### src/rtl/alu_pkg.sv
// Shared types for the ALU issue stage: opcodes, flag bit positions, FSM states and the queued request.
// ALU_ACC_FWD_EN adds a use_acc bit to each queued request.
package alu_pkg;

  localparam int ALU_W = 8;

  typedef enum logic [2:0] {
    OP_ADD2C   = 3'b000,
    OP_SUB2C   = 3'b001,
    OP_ADDMAG  = 3'b010,
    OP_SUBMAG  = 3'b011,
    OP_SHL     = 3'b100,
    OP_SHR     = 3'b101,
    OP_MULPOW2 = 3'b110,
    OP_DIVPOW2 = 3'b111
  } opcode_e;

  localparam int FLAG_N = 7;
  localparam int FLAG_Z = 6;
  localparam int FLAG_C = 5;
  localparam int FLAG_V = 4;
  localparam int FLAG_G = 3;
  localparam int FLAG_Q = 2;
  localparam int FLAG_O = 1;
  localparam int FLAG_P = 0;

  typedef enum logic [1:0] {
    ST_IDLE  = 2'd0,
    ST_ISSUE = 2'd1,
    ST_RESP  = 2'd2
  } state_e;

  typedef struct packed {
`ifdef ALU_ACC_FWD_EN
    logic             use_acc;
`endif
    logic [2:0]       opcode;
    logic [ALU_W-1:0] a;
    logic [ALU_W-1:0] b;
  } req_t;

endpackage

### src/rtl/alu_req_fifo.sv
// Synchronous request FIFO with combinational head read, so the issue cycle can drive the ALU directly.
module alu_req_fifo #(
  parameter int DEPTH = 4,
  parameter int W     = 19
) (
  input  logic                     clk,
  input  logic                     rst,
  input  logic                     push,
  input  logic                     pop,
  input  logic [W-1:0]             wdata,
  output logic [W-1:0]             rdata,
  output logic [$clog2(DEPTH):0]   count,
  output logic                     full,
  output logic                     empty
);

  localparam int AW = $clog2(DEPTH);

  logic [W-1:0]  mem_q [DEPTH];
  logic [AW-1:0] wr_ptr_q, rd_ptr_q;
  logic [AW:0]   count_q;

  always_ff @(posedge clk) begin
    if (rst) begin
      wr_ptr_q <= '0;
      rd_ptr_q <= '0;
      count_q  <= '0;
    end else begin
      if (push) wr_ptr_q <= wr_ptr_q + 1'b1;
      if (pop)  rd_ptr_q <= rd_ptr_q + 1'b1;
      case ({push, pop})
        2'b10:   count_q <= count_q + (AW+1)'(1);
        2'b01:   count_q <= count_q - (AW+1)'(1);
        default: count_q <= count_q;
      endcase
    end
  end

  // Storage needs no reset; the pointers define which entries are live.
  always_ff @(posedge clk) begin
    if (push) mem_q[wr_ptr_q] <= wdata;
  end

  assign rdata = mem_q[rd_ptr_q];
  assign count = count_q;
  assign full  = (count_q == (AW+1)'(DEPTH));
  assign empty = (count_q == '0);

endmodule

### src/rtl/alu_issue_unit.sv
// Issue stage for the 8-bit ALU: buffers requests, issues one per ISSUE cycle, holds the registered response.
// Optional ALU_ACC_FWD_EN forwards the last ALU result as operand A for requests tagged use_acc.
module alu_issue_unit
  import alu_pkg::*;
#(
  parameter int DEPTH  = 4,
  parameter int DATA_W = 8
) (
  input  logic                    clk,
  input  logic                    rst,
  input  logic                    in_valid,
  output logic                    in_ready,
  input  logic [2:0]              in_opcode,
  input  logic [DATA_W-1:0]       in_a,
  input  logic [DATA_W-1:0]       in_b,
  input  logic                    in_use_acc,
  output logic [2:0]              alu_opcode,
  output logic [DATA_W-1:0]       alu_a,
  output logic [DATA_W-1:0]       alu_b,
  input  logic [DATA_W-1:0]       alu_result,
  input  logic [7:0]              alu_flags,
  output logic                    out_valid,
  input  logic                    out_ready,
  output logic [DATA_W-1:0]       out_result,
  output logic [7:0]              out_flags,
  output logic [$clog2(DEPTH):0]  fifo_count,
  output logic                    busy
);

  state_e            state_q, state_d;
  req_t              wr_entry, head;
  logic              push, pop, full, empty;
  logic [DATA_W-1:0] result_q;
  logic [7:0]        flags_q;
  logic [DATA_W-1:0] head_a;

  assign in_ready = !full;
  assign push     = in_valid && in_ready;
  assign pop      = (state_q == ST_ISSUE);

  always_comb begin
    wr_entry        = '0;
    wr_entry.opcode = in_opcode;
    wr_entry.a      = in_a;
    wr_entry.b      = in_b;
`ifdef ALU_ACC_FWD_EN
    wr_entry.use_acc = in_use_acc;
`endif
  end

  alu_req_fifo #(.DEPTH(DEPTH), .W($bits(req_t))) u_fifo (
    .clk   (clk),
    .rst   (rst),
    .push  (push),
    .pop   (pop),
    .wdata (wr_entry),
    .rdata (head),
    .count (fifo_count),
    .full  (full),
    .empty (empty)
  );

`ifdef ALU_ACC_FWD_EN
  logic [DATA_W-1:0] acc_q;

  always_ff @(posedge clk) begin
    if (rst)                    acc_q <= '0;
    else if (state_q == ST_ISSUE) acc_q <= alu_result;
  end

  assign head_a = head.use_acc ? acc_q : head.a;
`else
  logic unused_use_acc;
  assign unused_use_acc = in_use_acc;
  assign head_a         = head.a;
`endif

  always_ff @(posedge clk) begin
    if (rst) state_q <= ST_IDLE;
    else     state_q <= state_d;
  end

  // Leaving RESP looks at the count after this edge, so a same-cycle push counts.
  always_comb begin
    state_d = state_q;
    case (state_q)
      ST_IDLE:  if (!empty) state_d = ST_ISSUE;
      ST_ISSUE: state_d = ST_RESP;
      ST_RESP:  if (out_ready) state_d = (!empty || push) ? ST_ISSUE : ST_IDLE;
      default:  state_d = ST_IDLE;
    endcase
  end

  always_comb begin
    alu_opcode = '0;
    alu_a      = '0;
    alu_b      = '0;
    out_valid  = (state_q == ST_RESP);
    if (state_q == ST_ISSUE) begin
      alu_opcode = head.opcode;
      alu_a      = head_a;
      alu_b      = head.b;
    end
  end

  always_ff @(posedge clk) begin
    if (rst) begin
      result_q <= '0;
      flags_q  <= '0;
    end else if (state_q == ST_ISSUE) begin
      result_q <= alu_result;
      flags_q  <= alu_flags;
    end
  end

  assign out_result = result_q;
  assign out_flags  = flags_q;
  assign busy       = (state_q != ST_IDLE) || !empty;

endmodule

### config.mk
export PLATFORM = sky130hd
export DESIGN_NAME = alu_issue_unit
export DESIGN_NICKNAME = d
export VERILOG_FILES = /design/src/rtl/alu_pkg.sv /design/src/rtl/alu_req_fifo.sv /design/src/rtl/alu_issue_unit.sv
export SDC_FILE = /design/constraint.sdc
export NUM_CORES = 1
export LEC_CHECK = 0
export CAP_MARGIN = 20
export CORE_ASPECT_RATIO = 0.6
export CORE_MARGIN = 8
export CORE_UTILIZATION = 45
export DETAILED_ROUTE_END_ITERATION = 10
export GPL_ROUTABILITY_DRIVEN = 0
export PLACE_DENSITY = 0.7
export REMOVE_ABC_BUFFERS = 1
export SLEW_MARGIN = 30
export SYNTH_ARGS = -nofsm -noshare
export SYNTH_HDL_FRONTEND = slang
export SYNTH_HIERARCHICAL = 1
export SYNTH_SLANG_ARGS = --single-unit
### constraint.sdc
create_clock -name clk -period 5.9 [get_ports clk]
set_clock_uncertainty 0.1 [all_clocks]
set_input_delay 1.18 -clock clk [delete_from_list [all_inputs] [get_ports clk]]
set_output_delay 1.18 -clock clk [all_outputs]
set_load 0.05 [all_outputs]
# Yosys cells after proc, flatten, opt, wreduce, memory -nomap -nowiden
# Memories as Yosys holds them, arrays and structs flattened. A register that Yosys moved wholly into a read port is not among the register bits.
# Index checks and enable logic that the tools add are counted.
dict set report word_totals {
  n_memories 1
  inputBits 40
  out_inout_bits 41
  wordCells 40
  ramBits 76
  reg_bits 25
}
# name depth word_bits rd rd_ports_with_merged_regs wr line_no
set mem_list {}
lappend mem_list {u_fifo.mem_q 4 19 1 1 1 alu_req_fifo.sv:19} ;# logic [W-1:0] mem_q [DEPTH];
dict set report classes {
  eq_ne 7
  n_reduce_logical 10
  muxes 12
  add_sub_neg 4
}
# cell count
set op_table {}
lappend op_table {{8-bit two-way mux} 2}
lappend op_table {{2-bit two-way mux} 4}
lappend op_table {{2-bit one-hot mux with 3 select lines} 1}
lappend op_table {{3-bit one-hot mux with 2 select lines} 1}
lappend op_table {{2-bit by 1-bit adder with 2-bit output (second input constant)} 2}
lappend op_table {{2-bit by 1-bit equality test with 1-bit output (second input constant)} 2}
lappend op_table {{2-bit equality test (second input constant)} 2}
lappend op_table {{2-bit nonzero test} 2}
lappend op_table {{3-bit by 1-bit adder with 3-bit output (second input constant)} 1}
lappend op_table {{3-bit equality test (second input constant)} 1}
lappend op_table {{3-bit zero test} 1}
lappend op_table {{1-bit two-way mux} 3}
lappend op_table {{3-bit two-way mux} 1}
lappend op_table {{3-bit by 1-bit subtractor with 3-bit output (second input constant)} 1}
lappend op_table {{1-bit zero test} 2}
lappend op_table {{2-bit zero test} 1}
lappend op_table {{1-bit logical OR} 2}
lappend op_table {{2-bit by 1-bit != test with 1-bit output (second input constant)} 1}
lappend op_table {{2-bit != test (second input constant)} 1}
lappend op_table {{2-bit AND reduction} 1}
lappend op_table {{1-bit logical AND} 1}

# Logic depth before layout (Yosys ltp)
# Gate-level depths: netlist of run 1.
dict set report depth {
  word_depth 7
  ltp_mapped 10
  depth_no_buf 10
}

# By module
# Netlist of run 1, hierarchy kept.
# module seq_area_each_um2 n_inst area_each_um2 cells_each
set by_module_without_submodules {}
lappend by_module_without_submodules {alu_req_fifo 2462.4 1 3219.3 146}
lappend by_module_without_submodules {alu_issue_unit 360.3 1 865.8 104}

# Least setup slack after synthesis of run 1
# No wires, ideal clock.
dict set report synth_path {
  path_type {input -> register}
  startpoint {in in_valid}
  endpoint {reg u_fifo.count_q[2], in the netlist u_fifo/count[2]}
  setup_time_ps 70
  required_time_ps 5730
  n_path_buf 0
  slack_ps 3159
  cell_stages 8
  t_arrival_ps 2571
  path_cell_list {nor2b_1 -> inv_1 -> ha_1 -> inv_1 -> fa_1 -> xor2_1 -> or3_1 -> a21oi_1}
}
dict set report synth_between {
  elab_chain_len 3
  elab_cells_between_ends 5
  classes_between {eq/ne (2); mux (1); reduce/logical (2)}
}
# element line_no
set synth_rtl {}
lappend synth_rtl {{from (decl)} alu_issue_unit.sv:11} ;# input logic in_valid,
lappend synth_rtl {{1-bit logical AND *} alu_issue_unit.sv:38} ;# assign push = in_valid && in_ready;
lappend synth_rtl {{2-bit by 1-bit equality test with 1-bit output / 2-bit equality test (equally long branches)} alu_req_fifo.sv:31} ;# case ({push, pop})
lappend synth_rtl {{3-bit one-hot mux with 2 select lines / 2-bit nonzero test (equally long branches)} n/a}
lappend synth_rtl {{to (signal assigned)} alu_req_fifo.sv:32} ;# 2'b10: count_q <= count_q + (AW+1)'(1);
lappend synth_rtl {{to (signal assigned)} alu_req_fifo.sv:33} ;# 2'b01: count_q <= count_q - (AW+1)'(1);
lappend synth_rtl {{to (signal assigned)} alu_req_fifo.sv:34} ;# default: count_q <= count_q;
lappend synth_rtl {{to (decl)} alu_req_fifo.sv:21} ;# logic [AW:0] count_q;
# Mark *: on every way between the ends. The rest lies on a longest branch, timed or not.
# A chain may end at the register's enable or synchronous reset.

# Final worst setup path of run 1
dict set report layout_path {
  startpoint {reg state_q[0]}
  endpoint {out alu_b[7]}
}
dict set report layout_between {
  elab_chain_len 2
}
# element line_no
set layout_rtl {}
lappend layout_rtl {{from (decl)} alu_issue_unit.sv:30} ;# state_e state_q, state_d;
lappend layout_rtl {{from (signal assigned)} alu_issue_unit.sv:80} ;# else state_q <= state_d;
lappend layout_rtl {{2-bit by 1-bit equality test with 1-bit output} alu_issue_unit.sv:99} ;# if (state_q == ST_ISSUE) begin
lappend layout_rtl {{8-bit two-way mux} alu_issue_unit.sv:99}
lappend layout_rtl {{to (decl)} alu_issue_unit.sv:19} ;# output logic [DATA_W-1:0] alu_b,
# No other way between the ends.

==> run_results.csv, run 1 <==
group,metric,value,unit
status,outcome,"finished clean",
clock_network,h-tree-depth,3,
cells_and_area,final_cell_mix,"79 x clkdlybuf4s50_1, 76 x edfxtp_1, 35 x nand2_1",
clock_network,clk_latency,340,ps
global_routing,grt_pass1_vias,2363,
clock_network,root_buffer,"clkbuf_16",
clock_network,cts_inserted_buffers,9,
critical_path,startpoint_type,"flip-flop",
timing,final-setup-viol-count,0,
timing,rsz0062_at_grt,"false",
detailed_routing,route.detailed.drc,0,
synthesis,syn_inst,250,
clock_network,tritoncts,"built",
floorplanning,core-area,8986,µm²
critical_path,crit_arrival,2710,ps
floorplanning,die_area,12480,µm²
global_routing,grt_first_pass_wirelength,12.53,mm
synthesis,synth-edff-count,76,
timing,hold_violations,0,
critical_path,crit_type,"flip-flop to primary output",
synthesis,ys_types,30,
timing,slew_headroom,36.71,%
placed_design,dp.cells,435,
critical_path,end_kind,"primary output",
cells_and_area,final_common_cell,"clkdlybuf4s50_1",
placed_design,port_buffers,79,
clock_network,numClockSinks,103,
detailed_routing,drt_pre_antenna_iters,4,
flow_run,cap_violations,0,
placed_design,dp_hpwl,4.921,mm
cells_and_area,nets,376,
floorplanning,pin_count,81,
detailed_routing,via_count,2236,
clock_network,clock_path_buffers,2,
critical_path,r2r_cells,8,
floorplanning,rows,27,
timing,fin_crit_sh,67.61,%
cells_and_area,layout-drive-gt1-share,12.84,%
detailed_routing,viasPerCell,4.958,
global_routing,grt_overflow,0,
critical_path,path_max_fanout,38,
timing,setup_tns,0,ps
timing,finalWorstPathRequiredPeriod,3989,ps
detailed_routing,wl_per_cell,17.35,µm
synthesis,syn_area,4085,µm²
detailed_routing,routed_wl,7.823,mm
timing,slew_violations,0,
detailed_routing,final_antenna_net_count,0,
cells_and_area,fill_cells,689,
global_routing,grt_usage,13.02,%
hold_path,hold_path_class,"flip-flop to flip-flop",
floorplanning,die_height,89.81,µm
cells_and_area,final_cells,451,
power,pwr_density_cell,459.8,nW/µm²
clock_network,cts_hold_buf,0,
detailed_routing,drt_iter0_drc,113,
hold_path,holdPathStages,2,
power,leakage,1.749,nW
synthesis,ys_ff_latch,103,
clock_network,clk_pin_slew,70,ps
global_routing,antenna_found_initial,0,
clock_network,post_cts_buffers,0,
synthesis,ys_async_sr_fraction,0,%
synthesis,avgSynthCellArea,16.34,µm²
timing,worst-slew-pin-transition,948.0,ps
clock_network,cts_resized,0,
synthesis,synth_flop_cell,"edfxtp_1",
cells_and_area,area_delta_synth_final,28.45,%
synthesis,synth.yosys.seq_area_share,69.10,%
global_routing,grt_max_degree,39,
synthesis,yosys_warnings,6,
power,vdd_drop_max,0.2323,mV
critical_path,required,4620,ps
cells_and_area,num_antenna_cells,0,
timing,max_clock_freq,250.7,MHz
floorplanning,start_util,45.46,%
floorplanning,fp.dieW,139.0,µm
[power breakdown]
part	internal (mW)	switching, mW	total, mW	leakage, nW
Combinational	0.319	0.537	0.856	0.681
Clock	0.372	0.256	0.629	0.150
Sequential	0.879	0.0489	0.928	0.918
Total	1.57	0.842	2.41	1.75
[routing by layer]
metal	GRT usage, %	routed length, µm	vias to the layer above
li1	-	-	1078
met1	16.47	3749	1090
met2	19.45	3454	62
met3	5.646	573	6
met4	4.905	46	0
met5	0	0	-
[critical path, stage by stage, from the launching register on]
cell	delay [ps]
dfxtp_1	420
nand2b_1	500
inv_8	400
and2_1	210
clkdlybuf4s50_1	820
[synthesized netlist by cell type, types with 5 or more instances]
cell type	number	share of area [%]
nor2_1	9	0.83
and2_1	23	3.5
buf_6	5	1.4
mux4_1	9	5.8
a21oi_2	10	2.1
edfxtp_1	76	56
inv_1	7	0.64
mux4_2	10	5.5
a21oi_1	9	1.1
nand2_1	35	3.2
ha_1	5	1.5
dfxtp_1	27	13
[per-stage QoR]
| step | utilization, % | hold slack [ps] | setup WS (ps) | area (µm²) | power [mW] |
|---|---|---|---|---|---|
| finish | 58.40 | 355.2 | 1911 | 5248 | 2.413 |
| global route | 58.40 | 370.9 | 1698 | 5248 | 2.528 |
| CTS | 58.38 | 355.7 | 1874 | 5246 | 2.453 |
| detailed placement | 54.80 | 346.4 | 2280 | 4925 | 1.810 |
| global placement | 54.76 | 341.8 | 2296 | 4921 | 1.796 |
| floorplan | - | 367.5 | 2806 | 3970 | 1.521 |
[kinds of logic after synthesis]
group,count (synthesis),share of synthesized area (%)
muxes,20,11.55
AOI/OAI and AO/OA,21,3.736
xor gates and xnor gates,5,1.072
DFF,103,69.10
and+or+nand+nor,75,8.790
adders and majority gates,6,2.021
buffers and inverters,20,3.736
[worst paths after layout]
check                                       to                      start  slack (ps)
setup / recovery                      alu_b[7]    state_q[0]$_SDFFE_PP0P_        1910
hold / removal       out_flags[4]$_SDFFE_PP0P_  out_flags[4]$_SDFFE_PP0P_         360
setup reg to reg  u_fifo/count[2]$_SDFFE_PP0P_    state_q[0]$_SDFFE_PP0P_        3130
hold reg to reg      out_flags[4]$_SDFFE_PP0P_  out_flags[4]$_SDFFE_PP0P_         360
[layout make-up]
class | instances | area [µm²] | share of cell area, %
tap | 116 | 145.1 | 2.766
clock inverter | 7 | 96.34 | 1.836
multi-input combinational | 127 | 1115 | 21.24
inverter | 8 | 37.54 | 0.7153
sequential | 103 | 2823 | 53.79
clock buffer | 9 | 225.2 | 4.292
timing repair buffer | 81 | 805.8 | 15.36
[sequential cells by signal, summed over array words and instances, names as in the netlist, named ones only]
signal	count
out_flags	8
out_result	8
state_q	2
u_fifo/count	3
u_fifo/mem_q	76
u_fifo/rd_ptr_q	2
u_fifo/wr_ptr_q	2
Note: power is estimated with default switching activity, not from simulation.
==> inputs of run 2 (changes only) <==
Settings changed: PLACE_DENSITY 0.7 to 0.73.
Clock period 5.9 ns to 3.6 ns, I/O delays scaled along.
==> run_results.csv, run 2 (synthesized netlist as in run 1, its figures left out) <==
group,metric,value,unit
timing,max_clock_freq,364.7,MHz
cells_and_area,num_antenna_cells,0,
clock_network,cts_hold_buf,0,
global_routing,antenna_found_initial,0,
clock_network,clk_latency,340,ps
timing,slew_violations,0,
global_routing,grt_first_pass_wirelength,12.67,mm
global_routing,grt_usage,12.89,%
clock_network,clock_path_buffers,2,
detailed_routing,drt_iter0_drc,95,
cells_and_area,post-route-util,58.38,%
clock_network,h-tree-depth,3,
cells_and_area,final_cell_mix,"76 x edfxtp_1, 60 x clkdlybuf4s50_1, 35 x nand2_1",
critical_path,r2r_start,"u_fifo/count[0]$_SDFFE_PP0P_",
detailed_routing,final_antenna_net_count,0,
floorplanning,pin_count,81,
timing,slew_headroom,43.18,%
cells_and_area,largest_reg_flops,76,
cells_and_area,multi_input_area,1110,µm²
floorplanning,die_height,89.81,µm
detailed_routing,route.detailed.drc,0,
clock_network,post_cts_buffers,0,
power,pwr_density_cell,746.1,nW/µm²
clock_network,tritoncts,"built",
timing,rsz0062_at_grt,"false",
flow_run,cap_violations,0,
placed_design,port_buffers,79,
clock_network,cts_inserted_buffers,9,
cells_and_area,regMostFlops,"u_fifo/mem_q",
clock_network,cts_resized,0,
critical_path,crit_arrival,1920,ps
floorplanning,rows,27,
clock_network,root_buffer,"clkbuf_16",
timing,setup_tns,0,ps
cells_and_area,seqCellArea,2823,µm²
cells_and_area,area_delta_synth_final,28.42,%
detailed_routing,via_count,2266,
cells_and_area,nets,384,
critical_path,crit_type,"flip-flop to primary output",
clock_network,numClockSinks,103,
critical_path,path_max_fanout,19,
hold_path,min_from,"out_flags[4]$_SDFFE_PP0P_",
detailed_routing,routed_wl,7.791,mm
global_routing,grt_pass1_vias,2453,
detailed_routing,drt_pre_antenna_iters,4,
status,outcome,"finished clean",
floorplanning,fp.dieW,139.0,µm
critical_path,startpoint_type,"flip-flop",
clock_network,clk_pin_slew,60,ps
timing,hold_violations,0,
hold_path,hold_path_class,"flip-flop to flip-flop",
cells_and_area,fill_cells,699,
critical_path,required,2780,ps
timing,worst-slew-pin-transition,849.6,ps
timing,final-setup-viol-count,0,
power,vdd_drop_max,0.2696,mV
floorplanning,core-area,8986,µm²
cells_and_area,final_common_cell,"edfxtp_1",
critical_path,end_kind,"primary output",
floorplanning,start_util,45.46,%
cells_and_area,layout-drive-gt1-share,18.95,%
timing,finalWorstPathRequiredPeriod,2742,ps
global_routing,grt_max_degree,39,
floorplanning,die_area,12480,µm²
power,leakage,1.826,nW
placed_design,dp_hpwl,5.213,mm
global_routing,grt_overflow,0,
detailed_routing,wl_per_cell,16.97,µm
timing,fin_crit_sh,76.17,%
detailed_routing,viasPerCell,4.937,
==> run 2: changes by cell type in the layout (fill, tap and decap cells not counted), sizes merged <==
cell           change
buf               +27
bufinv             -1
inv                -1
clkinvlp           -2
clkbuf             +5
clkdlybuf4s50     -19
clkinv             -1
==> run 2: final timing paths <==
path / slack (ps) / depth (start not counted) / end
max: 860 / 4 / alu_b[1]
max reg2reg: 1260 / 11 / u_fifo/count[2]$_SDFFE_PP0P_
min reg2reg: 350 / 2 / out_flags[4]$_SDFFE_PP0P_
min: 350 / 2 / out_flags[4]$_SDFFE_PP0P_
==> run 2: area by class of cell <==
cell class,count,share of cell area (%)
flip-flops and latches,103,53.80
multi-input cells,127,21.15
repair buffers,89,15.60
clock buffers,14,5.223
well taps,116,2.767
clock inverters,2,0.7393
inverters,8,0.7155
==> run 2: stage by stage <==
stage / cell area, µm² / cells / hold slack, ps / worst slack [ps] / power (mW)
floorplan: 3970 / 238 / 367.5 / 966.5 / 2.493
global route: 5246 / 459 / 369.1 / 726.0 / 4.097
global placement: 4933 / 443 / 340.6 / 795.4 / 2.940
finish: 5246 / 459 / 353.3 / 857.9 / 3.914
CTS: 5246 / 459 / 357.6 / 808.7 / 3.961
detailed placement: 4933 / 443 / 349.1 / 730.3 / 2.969
==> run 2: layer usage <==
layer / vias up / part of all wire [%] / GRT usage [%]
met5: - / 0 / 0
met1: 1111 / 45 / 14.85
met2: 51 / 48 / 21.82
met3: 14 / 5.1 / 4.380
li1: 1090 / - / -
met4: 0 / 1.5 / 5.177
==> run 2: power breakdown <==
group / internal, mW / total, mW / switching [mW]
Sequential: 1.44 / 1.51 / 0.0688
Combinational: 0.520 / 1.42 / 0.898
Clock: 0.597 / 0.987 / 0.389
Total: 2.56 / 3.91 / 1.36
==> run 2: critical path: stages (launching register included) <==
cell and delay [ps]:
dfxtp_1 310, buf_4 330, mux4_1 610, and2_1 160
buf_4 190
==> inputs of run 3 (changes only) <==
Clock period 3.6 ns to 2.4 ns, I/O delays scaled along.
==> run_results.csv, run 3 (synthesized netlist as in run 1, its figures left out) <==
group,metric,value,unit
power,pwr_density_cell,1104,nW/µm²
timing,hold_violations,0,
detailed_routing,via_count,2288,
power,p_sw,2.057,mW
global_routing,grt_overflow,0,
floorplanning,die_height,89.81,µm
detailed_routing,final_antenna_net_count,0,
floorplanning,fp.dieW,139.0,µm
status,outcome,"finished clean",
detailed_routing,drt_iter0_drc,124,
clock_network,numClockSinks,103,
global_routing,grt_pass1_vias,2381,
cells_and_area,nets,387,
global_routing,antenna_found_initial,0,
floorplanning,die_area,12480,µm²
detailed_routing,route.detailed.drc,0,
floorplanning,pin_count,81,
hold_path,min_to,"out_flags[5]$_SDFFE_PP0P_",
power,leakage,1.845,nW
critical_path,crit_type,"flip-flop to primary output",
detailed_routing,routed_wl,7.971,mm
critical_path,r2r_slack,200,ps
cells_and_area,postLayoutCellArea,5313,µm²
hold_path,hold_path_class,"flip-flop to flip-flop",
critical_path,required,1820,ps
clock_network,clk_latency,340,ps
cells_and_area,area_delta_synth_final,30.05,%
power,p_total,5.864,mW
cells_and_area,layout-drive-gt1-share,19.71,%
timing,slew_headroom,65.43,%
timing,fin_crit_sh,97.79,%
critical_path,r2r_cells,8,
hold_path,holdPathStages,2,
timing,worst-slew-pin-transition,516.9,ps
clock_network,root_buffer,"clkbuf_16",
detailed_routing,drt_pre_antenna_iters,4,
power,sw_frac_of_total,35.09,%
clock_network,tritoncts,"built",
placed_design,port_buffers,79,
global_routing,grt_first_pass_wirelength,12.80,mm
timing,final-setup-viol-count,0,
placed_design,post_dp_cell_area,5016,µm²
placed_design,dp_hpwl,5.443,mm
critical_path,r2r_start,"state_q[1]$_SDFFE_PP0P_",
critical_path,startpoint_type,"flip-flop",
power,power_frac_seq,38.8,%
critical_path,r2r-end,"u_fifo/count[2]$_SDFFE_PP0P_",
clock_network,h-tree-depth,3,
detailed_routing,wl_per_cell,17.29,µm
global_routing,grt_usage,13.24,%
clock_network,clock_path_buffers,2,
timing,slew_violations,0,
clock_network,clk_pin_slew,60,ps
power,vdd_drop_max,0.3891,mV
timing,rsz0062_at_grt,"true",
clock_network,cts_inserted_buffers,9,
floorplanning,core-area,8986,µm²
clock_network,post_cts_buffers,0,
power,combPwrFrac,37.5,%
timing,finalWorstPathRequiredPeriod,2347,ps
critical_path,crit_arrival,1770,ps
cells_and_area,num_antenna_cells,0,
critical_path,path_max_fanout,11,
critical_path,end_kind,"primary output",
power,p_clk_share,23.7,%
cells_and_area,regMostFlops,"u_fifo/mem_q",
cells_and_area,final_common_cell,"edfxtp_1",
power,intPower,3.806,mW
cells_and_area,largest_reg_flops,76,
clock_network,cts_hold_buf,0,
timing,max_clock_freq,426.1,MHz
cells_and_area,final_cell_mix,"76 x edfxtp_1, 58 x clkdlybuf4s50_1, 35 x nand2_1",
floorplanning,start_util,45.46,%
timing,setup_tns,0,ps
detailed_routing,viasPerCell,4.963,
hold_path,min_from,"out_flags[5]$_SDFFE_PP0P_",
floorplanning,rows,27,
flow_run,cap_violations,0,
global_routing,grt_max_degree,26,
run 3: how the worst max path moves through the flow:
stage	slack (ps)	startpoint	to
after floorplan	-110	u_fifo/count[0]$_SDFFE_PP0P_	u_fifo/count[2]$_SDFFE_PP0P_
after global routing	-50	flip-flop	alu_b[1]
after global placement	30	in_valid	u_fifo/count[2]$_SDFFE_PP0P_
after detailed placement	-30	in_valid	u_fifo/count[2]$_SDFFE_PP0P_
after CTS	-10	flip-flop	alu_b[1]
final	50	flip-flop	alu_b[7]
run 3: layer usage:
| layer | track usage [%] | wire, µm | vias up |
|---|---|---|---|
| met5 | 0 | 0 | - |
| met1 | 16.36 | 3743 | 1125 |
| met2 | 20.92 | 3653 | 58 |
| met3 | 5.383 | 487 | 8 |
| met4 | 4.087 | 87 | 0 |
| li1 | - | - | 1097 |
run 3: layout make-up:
class                      instances  area (µm²)
fill                             684        3674
sequential                       103        2824
multi-input combinational        127        1110
timing repair buffer              92       914.6
clock buffer                      12       236.5
tap                              116       145.1
clock inverter                     3       45.04
inverter                           8       37.54
run 3: critical path, cell delays in order, from the launching register on:
cell     delay [ps]
dfxtp_2         350
buf_8           170
mux4_1          540
and2_1          170
buf_4           190
run 3: what timing repair did:
item	CTS	global route
gates cloned	0	0
pin swaps	0	0
setup endpoints to repair	5	15
gates resized for setup	1	4
hold endpoints to repair	0	0
run 3: through the flow:
step	cells	setup WS (ps)	util [%]	hold WS, ps
final	461	52.93	59.12	360.6
after global routing	461	-48.47	59.12	375.2
after CTS	461	-9.988	58.99	363.0
after detailed placement	446	-26.16	55.82	353.0
after global placement	446	27.29	55.82	342.1
after floorplan	238	-112.9	-	367.5
run 3: power by group through the flow:
stage / clock (mW) / sequential (mW) / combinational [mW]
after floorplan: 0 / 2.60 / 1.14
after global placement: 0 / 2.29 / 2.18
after detailed placement: 0 / 2.31 / 2.21
after CTS: 1.44 / 2.27 / 2.22
after global routing: 1.49 / 2.30 / 2.34
final: 1.39 / 2.28 / 2.20
